<file path="src/rtl/secuenciador_operaciones_pkg.sv">
// Shared constants and state encoding for the operation sequencer and its bus interface.
package secuenciador_operaciones_pkg;

    localparam int SEL_W       = 2;
    localparam int OPERANDO_W  = 4;
    localparam int RESULTADO_W = 8;
    localparam int NUM_OPS_DEF = 4;

    typedef enum logic [2:0] {
        IDLE    = 3'd0,
        CARGA   = 3'd1,
        ESPERA  = 3'd2,
        CAPTURA = 3'd3,
        MOSTRAR = 3'd4,
        FIN     = 3'd5
    } estado_t;

endpackage

</file>
<file path="src/rtl/secuenciador_operaciones_if.sv">
// Bus between the switches/buttons, the sequencer and the funcionMatematica/BCD datapath.
interface secuenciador_operaciones_if;
    import secuenciador_operaciones_pkg::*;

    logic                   tick;
    logic [OPERANDO_W-1:0]  numBinario;
    logic [SEL_W-1:0]       selManual;
    logic                   modoAuto;
    logic                   iniciar;
    logic [RESULTADO_W-1:0] resultado;
    logic [SEL_W-1:0]       selectorOperacion;
    logic [OPERANDO_W-1:0]  numRetenido;
    logic [RESULTADO_W-1:0] resultadoRetenido;
    logic                   valido;
    logic                   ocupado;
    logic                   fin;

    modport master (
        output tick, numBinario, selManual, modoAuto, iniciar, resultado,
        input  selectorOperacion, numRetenido, resultadoRetenido, valido, ocupado, fin
    );

    modport slave (
        input  tick, numBinario, selManual, modoAuto, iniciar, resultado,
        output selectorOperacion, numRetenido, resultadoRetenido, valido, ocupado, fin
    );

endinterface

</file>
<file path="src/rtl/secuenciador_operaciones.sv">
// Walks the selector through all operations on a start request, capturing and holding each
// result for DWELL_TICKS ticks; with modoAuto low it registers the switches straight through.
module secuenciador_operaciones
    import secuenciador_operaciones_pkg::*;
#(
    parameter int DWELL_TICKS = 4,
    parameter int NUM_OPS     = NUM_OPS_DEF
) (
    input  logic                      clkNexys2,
    input  logic                      Reset,
    secuenciador_operaciones_if.slave bus
);

    localparam int                    CNT_W    = $clog2(DWELL_TICKS) + 1;
    localparam logic [CNT_W-1:0]      CNT_LAST = CNT_W'(DWELL_TICKS - 1);
    localparam logic [SEL_W-1:0]      SEL_LAST = SEL_W'(NUM_OPS - 1);

    estado_t                estado_q, estado_d;
    logic [SEL_W-1:0]       sel_q, sel_d;
    logic [OPERANDO_W-1:0]  num_q, num_d;
    logic [RESULTADO_W-1:0] res_q, res_d;
    logic [CNT_W-1:0]       cnt_q, cnt_d;
    logic                   valido_q, valido_d;
    logic                   ocupado_q, ocupado_d;
    logic                   fin_q, fin_d;
    logic                   abortar;
    logic                   ultimo_tick;

    // Leaving automatic mode outside IDLE cancels the run without a fin pulse.
    assign abortar     = (estado_q != IDLE) && !bus.modoAuto;
    assign ultimo_tick = bus.tick && (cnt_q == CNT_LAST);

    always_ff @(posedge clkNexys2) begin
        if (Reset) begin
            estado_q  <= IDLE;
            sel_q     <= '0;
            num_q     <= '0;
            res_q     <= '0;
            cnt_q     <= '0;
            valido_q  <= 1'b0;
            ocupado_q <= 1'b0;
            fin_q     <= 1'b0;
        end else begin
            estado_q  <= estado_d;
            sel_q     <= sel_d;
            num_q     <= num_d;
            res_q     <= res_d;
            cnt_q     <= cnt_d;
            valido_q  <= valido_d;
            ocupado_q <= ocupado_d;
            fin_q     <= fin_d;
        end
    end

    always_comb begin
        estado_d = estado_q;
        case (estado_q)
            IDLE:    if (bus.modoAuto && bus.iniciar) estado_d = CARGA;
            CARGA:   estado_d = ESPERA;
            ESPERA:  estado_d = CAPTURA;
            CAPTURA: estado_d = MOSTRAR;
            MOSTRAR: if (ultimo_tick) estado_d = (sel_q == SEL_LAST) ? FIN : ESPERA;
            FIN:     estado_d = IDLE;
            default: estado_d = IDLE;
        endcase
        if (abortar) estado_d = IDLE;
    end

    always_comb begin
        sel_d     = sel_q;
        num_d     = num_q;
        res_d     = res_q;
        cnt_d     = cnt_q;
        valido_d  = 1'b0;
        fin_d     = 1'b0;
        ocupado_d = ocupado_q;
        if (abortar) begin
            ocupado_d = 1'b0;
        end else begin
            case (estado_q)
                IDLE: begin
                    // Manual mode: result trails the selector/operand by one cycle.
                    if (!bus.modoAuto) begin
                        sel_d     = bus.selManual;
                        num_d     = bus.numBinario;
                        res_d     = bus.resultado;
                        ocupado_d = 1'b0;
                    end
                end
                CARGA: begin
                    num_d     = bus.numBinario;
                    sel_d     = '0;
                    ocupado_d = 1'b1;
                end
                CAPTURA: begin
                    res_d    = bus.resultado;
                    valido_d = 1'b1;
                    cnt_d    = '0;
                end
                MOSTRAR: begin
                    if (bus.tick) begin
                        if (cnt_q == CNT_LAST) begin
                            if (sel_q != SEL_LAST) sel_d = sel_q + SEL_W'(1);
                        end else begin
                            cnt_d = cnt_q + CNT_W'(1);
                        end
                    end
                end
                FIN: begin
                    fin_d     = 1'b1;
                    ocupado_d = 1'b0;
                end
                default: ;
            endcase
        end
    end

    assign bus.selectorOperacion = sel_q;
    assign bus.numRetenido       = num_q;
    assign bus.resultadoRetenido = res_q;
    assign bus.valido            = valido_q;
    assign bus.ocupado           = ocupado_q;
    assign bus.fin               = fin_q;

endmodule

</file>
<file path="src/flat_wrapper.sv">
// flat-port wrapper written by rule: the top's interface ports become plain ports
module secuenciador_operaciones_flat import secuenciador_operaciones_pkg::*;
#(
    parameter int DWELL_TICKS = 4,
    parameter int NUM_OPS     = NUM_OPS_DEF
)
  (clkNexys2, Reset, bus_tick, bus_numBinario, bus_selManual, bus_modoAuto, bus_iniciar, bus_resultado, bus_selectorOperacion, bus_numRetenido, bus_resultadoRetenido, bus_valido, bus_ocupado, bus_fin);
  secuenciador_operaciones_if bus_i ();
  input  logic clkNexys2;
  input  logic Reset;
  input wire logic [$bits(bus_i.tick)-1:0] bus_tick;
  input wire logic [$bits(bus_i.numBinario)-1:0] bus_numBinario;
  input wire logic [$bits(bus_i.selManual)-1:0] bus_selManual;
  input wire logic [$bits(bus_i.modoAuto)-1:0] bus_modoAuto;
  input wire logic [$bits(bus_i.iniciar)-1:0] bus_iniciar;
  input wire logic [$bits(bus_i.resultado)-1:0] bus_resultado;
  output wire logic [$bits(bus_i.selectorOperacion)-1:0] bus_selectorOperacion;
  output wire logic [$bits(bus_i.numRetenido)-1:0] bus_numRetenido;
  output wire logic [$bits(bus_i.resultadoRetenido)-1:0] bus_resultadoRetenido;
  output wire logic [$bits(bus_i.valido)-1:0] bus_valido;
  output wire logic [$bits(bus_i.ocupado)-1:0] bus_ocupado;
  output wire logic [$bits(bus_i.fin)-1:0] bus_fin;
  assign bus_i.tick = bus_tick;
  assign bus_i.numBinario = bus_numBinario;
  assign bus_i.selManual = bus_selManual;
  assign bus_i.modoAuto = bus_modoAuto;
  assign bus_i.iniciar = bus_iniciar;
  assign bus_i.resultado = bus_resultado;
  assign bus_selectorOperacion = bus_i.selectorOperacion;
  assign bus_numRetenido = bus_i.numRetenido;
  assign bus_resultadoRetenido = bus_i.resultadoRetenido;
  assign bus_valido = bus_i.valido;
  assign bus_ocupado = bus_i.ocupado;
  assign bus_fin = bus_i.fin;
  secuenciador_operaciones #(.DWELL_TICKS(DWELL_TICKS), .NUM_OPS(NUM_OPS)) u_core (.clkNexys2(clkNexys2), .Reset(Reset), .bus(bus_i));
endmodule
</file>
<file path="config.mk">
export PLATFORM = sky130hd
export DESIGN_NAME = secuenciador_operaciones_flat
export DESIGN_NICKNAME = d
export VERILOG_FILES = /design/src/rtl/secuenciador_operaciones_pkg.sv /design/src/rtl/secuenciador_operaciones_if.sv /design/src/rtl/secuenciador_operaciones.sv /design/src/flat_wrapper.sv
export SDC_FILE = /design/constraint.sdc
export NUM_CORES = 1
export LEC_CHECK = 0
export ABC_AREA = 1
export CAP_MARGIN = 20
export CORE_ASPECT_RATIO = 0.7
export CORE_UTILIZATION = 40
export DETAILED_ROUTE_END_ITERATION = 7
export HOLD_SLACK_MARGIN = 0.06
export PLACE_DENSITY = 0.71
export SLEW_MARGIN = 20
export SYNTH_ARGS = -nofsm -noshare
export SYNTH_HDL_FRONTEND = slang
export SYNTH_SLANG_ARGS = --single-unit
</file>
<file path="constraint.sdc">
create_clock -name clkNexys2 -period 2.3 [get_ports clkNexys2]
set_clock_uncertainty 0.15 [all_clocks]
set_input_delay 0.46 -clock clkNexys2 [delete_from_list [all_inputs] [get_ports clkNexys2]]
set_output_delay 0.46 -clock clkNexys2 [all_outputs]
set_load 0.01 [all_outputs]
</file>
==> run metrics <==
Crit path required time=between 1.5 and 2 ns; Filler cells=about 220; Tmin final=~1.8 ns; number of max-cap violations=0; setup TNS=0 ns; crit path DAT=1.21 ns; period utilisation layout=approximately four fifths; antenna viol nets, final=0; max-slew violations=0; final hold vios=0; Synth cell types=24; first-pass detailed-route iteration total=4; Num CTS Buffers=3; worst r2r dst=u_core.bus.selectorOperacion[1]; count leader, synth=nand2_1; post-synthesis instance total=151; Root Driver=clkbuf_8; row count=15; DRT iter0 DRCs=just over 80; Post-synth EDFFs=0; hold buffer count at CTS=0; vias in the first global route=approximately 940; final number of setup-violating endpoints=0; pin count of the biggest net entering global routing=16; cell taking the most area after synthesis=dfxtp_1; Worst Path Max Fanout=4; status=finished, final reports clean; Residual DRC=0; TritonCTS clock tree=done; Clock H-tree levels=1; delay-heaviest family, CP=buffers and inverters; DP HPWL=approximately 2000 µm; share of cells above drive strength 1=around a tenth; slowest CP cell=clkdlybuf4s50_1; initial antenna violation count=0; RSZ-0062 raised after global routing=false; R2R cell count=9; first-pass GRT wire length=between 4000 and 5000 µm; Post-CTS Setup Repair Bufs=0; Core Region=approximately 2600 µm²; Yosys reg bits=23; Mapped Area=~1100 µm²; # diodes=0; DIE WIDTH=roughly 66 µm; drt wl/cell=11.5 µm; Die H=roughly 47 µm; Skew-Pair Late Insertion Delay=about 0.26 ns; fmax=~0.55 GHz; Synth top area share=about 41%; startpoint types=flop; Global Route Usage Sum=approximately 18%; Worst Hold Depth=2; dpl ws=~0.38 ns; hold_sp=u_core.bus.resultadoRetenido[0]; largest cells by area after synthesis=dfxtp_1 41%, nand2_1 12%, nand3_1 9.7%; area of the multi-input gates=about 600 µm²; Port Buffers=35; Power Density=632 nW/µm²; Initial Utilization=between 40 and 50%; synth warn=0; Final nets=212; sequential share of the synthesized area=about two fifths; IO Count=36; worst setup path class=flop to output pin; Via density=4.93; Clock Pin Slew Worst Setup and Hold Paths=around 0.07 ns; CTS Sinks=23; CTS Buffer Depth=2; Worst path max stage delay=0.56 ns; routed vias=approximately 1100; syn nets=approximately 170; final wirelength=2560 µm; crit end category=output pin; post-CTS sizing=0; setup ws final=between 0.4 and 0.5 ns; Worst Hold Endpoint=u_core.bus.resultadoRetenido[0]; Most used DFF post-synth=dfxtp_1; Area growth syn-to-layout=36.7%; asr flop ratio synth=0%; Register Area=460 µm²; Die ar.=a little over 3000 µm²; leakage=roughly 0.64 nW; Worst VDD drop=approximately 0.39 mV; HP Class=flop to flop; worst slew pin tran=a little over 0.3 ns; Mean Syn Cell Area=~7.5 µm²; Worst R2R Start=u_core.cnt_q[0]; Cell Chain, Critical Path=clkdlybuf4s50_1; Commonest cells post-synth=37 x nand2_1, 23 x dfxtp_1, 22 x nand3_1; setup slack, reg-to-reg=approximately 0.65 ns; crit path buf inv count=1; GP Congestion=around 0.79; Slew headroom=79.2%; GRT overflow=0
report_power, final:
part / internal [mW] / switching, mW / total (mW)
logic: 0.132 / 0.145 / 0.277
clock network: 0.124 / 0.123 / 0.246
registers: 0.432 / 0.0251 / 0.457
layer usage:
metal	part of all wire, %	up-vias	global-route usage [%]
li1	-	573	-
met1	49	488	22.9
met2	44	33	29.0
met3	5.6	5	5.45
met4	1.1	0	5.22
met5	0	-	0
how the worst max path moves through the flow:
stage                     slack [ns]                       startpoint  cells after the start                              end
final                           0.48  u_core.bus.selectorOperacion[0]                      1         bus_selectorOperacion[0]
after floorplan                 0.86                  u_core.cnt_q[0]                      8  u_core.bus.selectorOperacion[1]
after global routing            0.42  u_core.bus.selectorOperacion[0]                      1         bus_selectorOperacion[0]
after global placement          0.39                     bus_modoAuto                      5                   u_core.bus.fin
after detailed placement        0.38                     bus_modoAuto                      8        u_core.bus.numRetenido[0]
after CTS                       0.47  u_core.bus.selectorOperacion[0]                      1         bus_selectorOperacion[0]
cell usage in the layout (no fill, tap or decap), drive strengths merged:
| master | Yosys | final |
|---|---|---|
| a211oi | 1 | 1 |
| a21oi | 17 | 17 |
| buf | 1 | 1 |
| clkbuf | 0 | 4 |
| clkdlybuf4s50 | 0 | 35 |
| dfxtp | 23 | 23 |
| ha | 3 | 3 |
| inv | 14 | 14 |
| nand2 | 44 | 44 |
| nand3 | 23 | 23 |
| nand4 | 3 | 3 |
| nor2 | 16 | 16 |
| nor3 | 1 | 1 |
| nor4 | 1 | 1 |
| o211ai | 1 | 1 |
| o21ai | 1 | 1 |
| o21bai | 1 | 1 |
state kept, by name, indices dropped and copies added (netlist names):
name,flops
u_core.bus.fin,1
u_core.bus.numRetenido,4
u_core.bus.ocupado,1
u_core.bus.resultadoRetenido,8
u_core.bus.selectorOperacion,2
u_core.bus.valido,1
u_core.cnt_q,3
u_core.estado_q,3
cell type report:
| type | instances | share of cell area [%] |
|---|---|---|
| clock buffer | 4 | 2.90 |
| multi-input combinational | 112 | 38.0 |
| tap | 34 | 2.74 |
| timing repair buffer | 36 | 23.0 |
| inverter | 14 | 3.71 |
| sequential | 23 | 29.7 |
kinds of logic (layout without fill, tap and decap cells):
kind of cell	after synthesis	after routing	synth area share (%)
simple gates	88	88	38.7
buf+inv	16	54	7.60
flops	23	23	40.5
fa+ha+maj	3	3	3.30
compound gates	21	21	9.91
stage by stage:
stage	area [µm²]	cells	util (%)	hold slack [ns]	total power [mW]
floorplan	1140	151	-	0.305	0.630
global placement	1510	219	58.6	0.300	0.738
detailed placement	1510	219	58.6	0.306	0.742
CTS	1550	223	60.4	0.318	0.988
global route	1550	223	60.4	0.333	1.04
finish	1550	223	60.4	0.318	0.981
(Power assumes the default switching activity.)
